[src/rtl/store_coalesce_buffer_pkg.sv]
// Shared constants and helpers for the store coalescing buffer and its ring queues.
package store_coalesce_buffer_pkg;

  localparam int unsigned SB_PAGE_OFF_W = 12;

  function automatic int unsigned sb_cnt_w(input int unsigned depth);
    return $clog2(depth) + 1;
  endfunction

endpackage

[src/rtl/store_coalesce_buffer_sb_ring.sv]
// Circular buffer with head/tail/count, full entry visibility and a write port into the youngest entry.
module sb_ring
  import store_coalesce_buffer_pkg::*;
#(
  parameter int unsigned DEPTH = 4,
  parameter int unsigned W     = 8,
  localparam int unsigned PTR_W = $clog2(DEPTH),
  localparam int unsigned CNT_W = sb_cnt_w(DEPTH)
) (
  input  logic                      clk_i,
  input  logic                      rst_ni,
  input  logic                      clr_i,
  input  logic                      push_i,
  input  logic [W-1:0]              push_data_i,
  input  logic                      pop_i,
  input  logic                      tail_wr_i,
  input  logic [W-1:0]              tail_wr_data_i,
  output logic [DEPTH-1:0][W-1:0]   entries_o,
  output logic [DEPTH-1:0]          valid_o,
  output logic [PTR_W-1:0]          head_o,
  output logic [CNT_W-1:0]          count_o
);

  logic [W-1:0]     r_mem [DEPTH];
  logic [PTR_W-1:0] r_head;
  logic [PTR_W-1:0] r_tail;
  logic [CNT_W-1:0] r_count;
  logic [PTR_W-1:0] w_youngest;

  assign w_youngest = r_tail - PTR_W'(1);
  assign head_o     = r_head;
  assign count_o    = r_count;

  always_ff @(posedge clk_i) begin
    if (!rst_ni || clr_i) begin
      r_head  <= '0;
      r_tail  <= '0;
      r_count <= '0;
    end else begin
      if (push_i) r_tail <= r_tail + PTR_W'(1);
      if (pop_i)  r_head <= r_head + PTR_W'(1);
      r_count <= r_count + CNT_W'(push_i) - CNT_W'(pop_i);
    end
  end

  // Payload storage is never reset; validity comes from the head/count window.
  always_ff @(posedge clk_i) begin
    if (push_i)         r_mem[r_tail]     <= push_data_i;
    else if (tail_wr_i) r_mem[w_youngest] <= tail_wr_data_i;
  end

  always_comb begin
    valid_o   = '0;
    entries_o = '0;
    for (int i = 0; i < DEPTH; i++) begin
      entries_o[i] = r_mem[i];
      valid_o[i]   = CNT_W'(PTR_W'(PTR_W'(i) - r_head)) < r_count;
    end
  end

endmodule

[src/rtl/store_coalesce_buffer.sv]
// Store buffer: speculative queue feeding a write-combining commit queue that issues to memory.
module store_coalesce_buffer
  import store_coalesce_buffer_pkg::*;
#(
  parameter int unsigned SPEC_DEPTH   = 4,
  parameter int unsigned COMMIT_DEPTH = 8,
  parameter int unsigned DATA_W       = 64,
  parameter int unsigned PLEN         = 56,
  parameter int unsigned MAX_OUTST    = 2,
  parameter bit          COALESCE     = 1'b1,
  localparam int unsigned BE_W        = DATA_W / 8
) (
  input  logic                     clk_i,
  input  logic                     rst_ni,
  input  logic                     flush_i,
  input  logic                     valid_i,
  output logic                     ready_o,
  input  logic [PLEN-1:0]          paddr_i,
  input  logic [DATA_W-1:0]        data_i,
  input  logic [BE_W-1:0]          be_i,
  input  logic                     commit_i,
  output logic                     commit_ready_o,
  input  logic [SB_PAGE_OFF_W-1:0] page_offset_i,
  output logic                     page_offset_matches_o,
  output logic                     mem_req_o,
  input  logic                     mem_gnt_i,
  output logic [PLEN-1:0]          mem_addr_o,
  output logic [DATA_W-1:0]        mem_data_o,
  output logic [BE_W-1:0]          mem_be_o,
  input  logic                     mem_ack_i,
  output logic                     no_st_pending_o,
  output logic                     empty_o
);

  localparam int unsigned OFF_W      = $clog2(BE_W);
  localparam int unsigned SPEC_PTR_W = $clog2(SPEC_DEPTH);
  localparam int unsigned COM_PTR_W  = $clog2(COMMIT_DEPTH);
  localparam int unsigned SPEC_CNT_W = sb_cnt_w(SPEC_DEPTH);
  localparam int unsigned COM_CNT_W  = sb_cnt_w(COMMIT_DEPTH);
  localparam int unsigned OUT_W      = $clog2(MAX_OUTST + 1);
  localparam logic [PLEN-1:0]          WORD_MASK = {PLEN{1'b1}} << OFF_W;
  localparam logic [SB_PAGE_OFF_W-1:0] PAGE_MASK = {SB_PAGE_OFF_W{1'b1}} << OFF_W;

  typedef struct packed {
    logic [PLEN-1:0]   paddr;
    logic [DATA_W-1:0] data;
    logic [BE_W-1:0]   be;
    logic              valid;
  } sb_entry_t;

  localparam int unsigned ENTRY_W = $bits(sb_entry_t);

  sb_entry_t [SPEC_DEPTH-1:0]   w_spec_entries;
  sb_entry_t [COMMIT_DEPTH-1:0] w_com_entries;
  logic [SPEC_DEPTH-1:0]        w_spec_valid;
  logic [COMMIT_DEPTH-1:0]      w_com_valid;
  logic [SPEC_PTR_W-1:0]        w_spec_head_ptr;
  logic [COM_PTR_W-1:0]         w_com_head_ptr;
  logic [COM_PTR_W-1:0]         w_com_young_ptr;
  logic [SPEC_CNT_W-1:0]        w_spec_count;
  logic [COM_CNT_W-1:0]         w_com_count;
  sb_entry_t                    w_spec_head;
  sb_entry_t                    w_com_head;
  sb_entry_t                    w_com_young;
  sb_entry_t                    w_new_entry;
  sb_entry_t                    w_merged;
  logic                         w_accept;
  logic                         w_spec_nonempty;
  logic                         w_coalesce_ok;
  logic                         w_do_commit;
  logic                         w_merge;
  logic                         w_com_push;
  logic                         w_mem_pop;
  logic                         w_ack_valid;
  logic                         w_match;
  logic [OUT_W-1:0]             r_outst;

  assign ready_o         = w_spec_count < SPEC_CNT_W'(SPEC_DEPTH);
  assign w_accept        = valid_i && ready_o && !flush_i;
  assign w_spec_nonempty = w_spec_count != '0;
  assign w_spec_head     = w_spec_entries[w_spec_head_ptr];
  assign w_com_head      = w_com_entries[w_com_head_ptr];
  assign w_com_young_ptr = w_com_head_ptr + COM_PTR_W'(w_com_count - COM_CNT_W'(1));
  assign w_com_young     = w_com_entries[w_com_young_ptr];
  assign w_new_entry     = '{paddr: paddr_i, data: data_i, be: be_i, valid: 1'b1};

  // Requiring two entries keeps the merge target away from the head being offered to memory.
  assign w_coalesce_ok = COALESCE && w_spec_nonempty && (w_com_count >= COM_CNT_W'(2)) &&
                         ((w_com_young.paddr & WORD_MASK) == (w_spec_head.paddr & WORD_MASK));
  assign commit_ready_o = (w_com_count < COM_CNT_W'(COMMIT_DEPTH)) || w_coalesce_ok;
  assign w_do_commit    = commit_i && w_spec_nonempty && commit_ready_o;
  assign w_merge        = w_do_commit && w_coalesce_ok;
  assign w_com_push     = w_do_commit && !w_coalesce_ok;

  always_comb begin
    w_merged    = w_com_young;
    w_merged.be = w_com_young.be | w_spec_head.be;
    for (int b = 0; b < BE_W; b++) begin
      if (w_spec_head.be[b]) w_merged.data[8*b +: 8] = w_spec_head.data[8*b +: 8];
    end
  end

  assign mem_req_o   = (w_com_count != '0) && (r_outst < OUT_W'(MAX_OUTST));
  assign mem_addr_o  = w_com_head.paddr & WORD_MASK;
  assign mem_data_o  = w_com_head.data;
  assign mem_be_o    = w_com_head.be;
  assign w_mem_pop   = mem_req_o && mem_gnt_i;
  assign w_ack_valid = mem_ack_i && (r_outst != '0);

  always_ff @(posedge clk_i) begin
    if (!rst_ni) r_outst <= '0;
    else         r_outst <= r_outst + OUT_W'(w_mem_pop) - OUT_W'(w_ack_valid);
  end

  always_comb begin
    w_match = valid_i && ((paddr_i[SB_PAGE_OFF_W-1:0] & PAGE_MASK) == (page_offset_i & PAGE_MASK));
    for (int i = 0; i < SPEC_DEPTH; i++) begin
      if (w_spec_valid[i] && w_spec_entries[i].valid &&
          ((w_spec_entries[i].paddr[SB_PAGE_OFF_W-1:0] & PAGE_MASK) == (page_offset_i & PAGE_MASK)))
        w_match = 1'b1;
    end
    for (int i = 0; i < COMMIT_DEPTH; i++) begin
      if (w_com_valid[i] && w_com_entries[i].valid &&
          ((w_com_entries[i].paddr[SB_PAGE_OFF_W-1:0] & PAGE_MASK) == (page_offset_i & PAGE_MASK)))
        w_match = 1'b1;
    end
  end

  assign page_offset_matches_o = w_match;
  assign no_st_pending_o       = (w_com_count == '0) && (r_outst == '0);
  assign empty_o               = no_st_pending_o && !w_spec_nonempty;

  sb_ring #(.DEPTH(SPEC_DEPTH), .W(ENTRY_W)) u_spec_ring (
    .clk_i          (clk_i),
    .rst_ni         (rst_ni),
    .clr_i          (flush_i),
    .push_i         (w_accept),
    .push_data_i    (w_new_entry),
    .pop_i          (w_do_commit),
    .tail_wr_i      (1'b0),
    .tail_wr_data_i ({ENTRY_W{1'b0}}),
    .entries_o      (w_spec_entries),
    .valid_o        (w_spec_valid),
    .head_o         (w_spec_head_ptr),
    .count_o        (w_spec_count)
  );

  sb_ring #(.DEPTH(COMMIT_DEPTH), .W(ENTRY_W)) u_commit_ring (
    .clk_i          (clk_i),
    .rst_ni         (rst_ni),
    .clr_i          (1'b0),
    .push_i         (w_com_push),
    .push_data_i    (w_spec_head),
    .pop_i          (w_mem_pop),
    .tail_wr_i      (w_merge),
    .tail_wr_data_i (w_merged),
    .entries_o      (w_com_entries),
    .valid_o        (w_com_valid),
    .head_o         (w_com_head_ptr),
    .count_o        (w_com_count)
  );

endmodule

[config.mk]
export PLATFORM = sky130hd
export DESIGN_NAME = store_coalesce_buffer
export DESIGN_NICKNAME = d
export VERILOG_FILES = /design/src/rtl/store_coalesce_buffer_pkg.sv /design/src/rtl/store_coalesce_buffer_sb_ring.sv /design/src/rtl/store_coalesce_buffer.sv
export SDC_FILE = /design/constraint.sdc
export NUM_CORES = 2
export LEC_CHECK = 0
export ABC_CLOCK_PERIOD_IN_PS = 18700
export BUFFER_PORTS_ARGS = -buffer_cell sky130_fd_sc_hd__buf_2
export CAP_MARGIN = 20
export CORE_MARGIN = 10
export CORE_UTILIZATION = 55
export DETAILED_ROUTE_END_ITERATION = 8
export PLACE_DENSITY = 0.79
export SLEW_MARGIN = 25
export SYNTH_ARGS = -nofsm -noshare
export SYNTH_HDL_FRONTEND = slang
export SYNTH_HIERARCHICAL = 1
export SYNTH_SLANG_ARGS = --single-unit
[constraint.sdc]
create_clock -name clk_i -period 18.7 [get_ports clk_i]
set_input_delay 2.805 -clock clk_i [delete_from_list [all_inputs] [get_ports clk_i]]
set_output_delay 2.805 -clock clk_i [all_outputs]
set_load 0.03 [all_outputs]
==> summary.txt <==
Pwr
  – P_leak: 0.0264 µW
  – Pwr/cell area: about 120 mW/mm²
  – Worst VDD drop: 0.208 mV

GRT
  – GRT Total Usage: 0.245
  – Global Route met2 Usage: 0.379
  – Initial antenna violation count: 15
  – Met1 usage: 0.341
  – First-pass GRT wire length: 261 mm
  – Met3 GRT Util: 0.0567
  – Grt total ovfl: 0
  – Number of global-route vias before repair: just under 40,000
  – GR peak layer: met2
  – Largest net degree at the start of global routing: between 100 and 150

Placed design
  – Dpl cell area: 0.0745 mm²
  – Hpwl dp: 102 mm
  – Post-Place Cells: 5,701
  – GP Congestion: around 0.82
  – Port Buffers: 271

Finish
  – Final Instance Area: 0.0797 mm²
  – P&R area growth vs syn: 12.2%
  – Fillers: roughly 8,600
  – Final core utilization: 0.623
  – Most frequent cells in the layout: edfxtp_1, mux4_2, nand2_1
  – Layout cells sized above 1: 0.355
  – Most common cell after layout, fill and taps aside: edfxtp_1
  – Cell Count, Final, Fillers Out: 5,992
  – Nets: 4,311

CTS
  – Root buf cell: clkbuf_16
  – CTS tree: done
  – Sink Count: roughly 1,500
  – Postcts setup bufs: 0
  – Clk slew on worst S/H paths: 0.06 ns
  – TritonCTS Buffers: 155
  – Htree depth: 4
  – Hold buffer count at cts: 0
  – Clock Latency Late Sink: 0.80 ns
  – Max Buffers Root-to-Sink: 3
  – PostCTS Resize Cnt: 0

Timing
  – Max-slew violations: 257
  – Final hold viol count: 0
  – Worst Tran Pin Value: 11.39 ns
  – Final min period: slightly below 10 ns
  – Sum of negative setup slack: 0 ns
  – RSZ-0062 raised after global routing: false
  – Part of the cycle the worst path needs: 0.522
  – Final setup fails: 0
  – Skew final: 0.0393 ns
  – Max-slew headroom: -6.60
  – Fmax: approximately 100 MHz

Outcome
  – Outcome: complete, but fails checks
  – Failing checks: max-slew violations

Floorplan
  – Die height: 379 µm
  – Core area: ~0.13 mm²
  – Die width: 379 µm
  – Ports: between 200 and 300
  – Initial core utilization: 0.555
  – Overall die area: 0.144 mm²
  – Num rows: 131

Critical path
  – CP Capture Type: output pin
  – Crit-path slowest cell: ha_4
  – Crit Path Max Fanout: 35
  – CP required: approximately 16 ns
  – Worst setup SP type: register
  – Max incr delay on CP: 0.77 ns
  – Arrival time worst endpoint: 6.95 ns
  – CP Class: register to output pin
  – Critical Path, Cell by Cell: inv_1 -> ha_1 -> inv_1 -> ha_4 -> buf_4 -> buf_4 -> mux4_2 -> mux2_2 -> xnor2_1 -> nand2_1 -> or4_1 -> or4_4 -> nand2_1 -> buf_2

Synthesis
  – Mapped Avg Cell Area: 18.9 µm²
  – Synth Warn #: 6
  – Post-synthesis instance total: 3,762
  – Post-Synthesis Cell Area: 0.0711 mm²

Detailed routing
  – DR iter-0 viols: 4,717
  – Antenna-violating nets left: 0
  – 1st-pass router iterations: 6
  – Via/cell ratio: 6.43
  – Via count: 38,500
  – Wire per inst: 29.4 µm
  – DRT Wirelength: 176 mm
  – Residual DRC: 0

Worst hold path
  – Min-delay worst type: register to register

Run
  – Max-Cap Viols: 0
## path summary, 6_finish.rpt
kind	slack, ns	start	endpoint	cells after the start
worst max-delay path	8.94	u_commit_ring/head_o[1]$_SDFFE_PP0P_	commit_ready_o	14
worst min register to register	0.59	u_commit_ring/r_tail[1]$_SDFFE_PP0P_	u_commit_ring/r_tail[1]$_SDFFE_PP0P_	2
worst max register to register	9.28	u_commit_ring/head_o[1]$_SDFFE_PP0P_	u_commit_ring/r_mem[7][100]$_DFFE_PP_	19
worst min-delay path	0.59	u_commit_ring/r_tail[1]$_SDFFE_PP0P_	u_commit_ring/r_tail[1]$_SDFFE_PP0P_	2
## stage by stage
stage	hold slack (ns)	power [µW]	worst slack, ns
after floorplan	0.530	5810	5.60
after global placement	0.556	6350	9.29
after detailed placement	0.578	6400	9.24
after CTS	0.592	9500	8.88
after global routing	0.634	9810	8.59
final	0.593	9480	8.94
## worst max-delay path, delay by kind of cell (launching register included)
family	cells	cell delay (ns)
buffers and inverters	5	1.66
xor gates and xnor gates	1	0.33
muxes	2	0.87
and+or+nand+nor	4	1.59
adders and majority gates	2	1.06
DFF	1	0.55
## report_power, final
group / total (µW) / internal, µW / leakage [µW] / switching (µW)
logic: 2400 / 1090 / 0.0100 / 1310
registers: 3950 / 3910 / 0.0139 / 45.7
clock network: 3120 / 1820 / 0.00249 / 1300
## routing by layer
| layer | part of all wire | vias to the layer above |
|---|---|---|
| met5 | 0.00049 | - |
| met2 | 0.48 | 2051 |
| met1 | 0.39 | 20200 |
| met4 | 0.035 | 14 |
| met3 | 0.098 | 335 |
| li1 | - | 15900 |
## state kept, by name (all words and copies together) (netlist names)
signal / flops
u_commit_ring/count_o: 4
u_commit_ring/r_mem: 1008
u_commit_ring/head_o: 3
r_outst: 2
u_spec_ring/count_o: 3
u_commit_ring/r_tail: 3
u_spec_ring/head_o: 2
u_spec_ring/r_mem: 504
u_spec_ring/r_tail: 2
## layout make-up
| cell class | count | area [µm²] | share of cell area |
|---|---|---|---|
| clock buffer | 206 | 4260 | 0.0534 |
| clock inverter | 75 | 886 | 0.0111 |
| sequential | 1531 | 45800 | 0.575 |
| tap | 1729 | 2160 | 0.0271 |
| timing repair buffer | 332 | 1940 | 0.0243 |
| antenna | 8 | 20.0 | 0.000251 |
| multi-input combinational | 2068 | 24500 | 0.307 |
| inverter | 43 | 161 | 0.00202 |
Note: power is estimated with default switching activity, not from simulation.
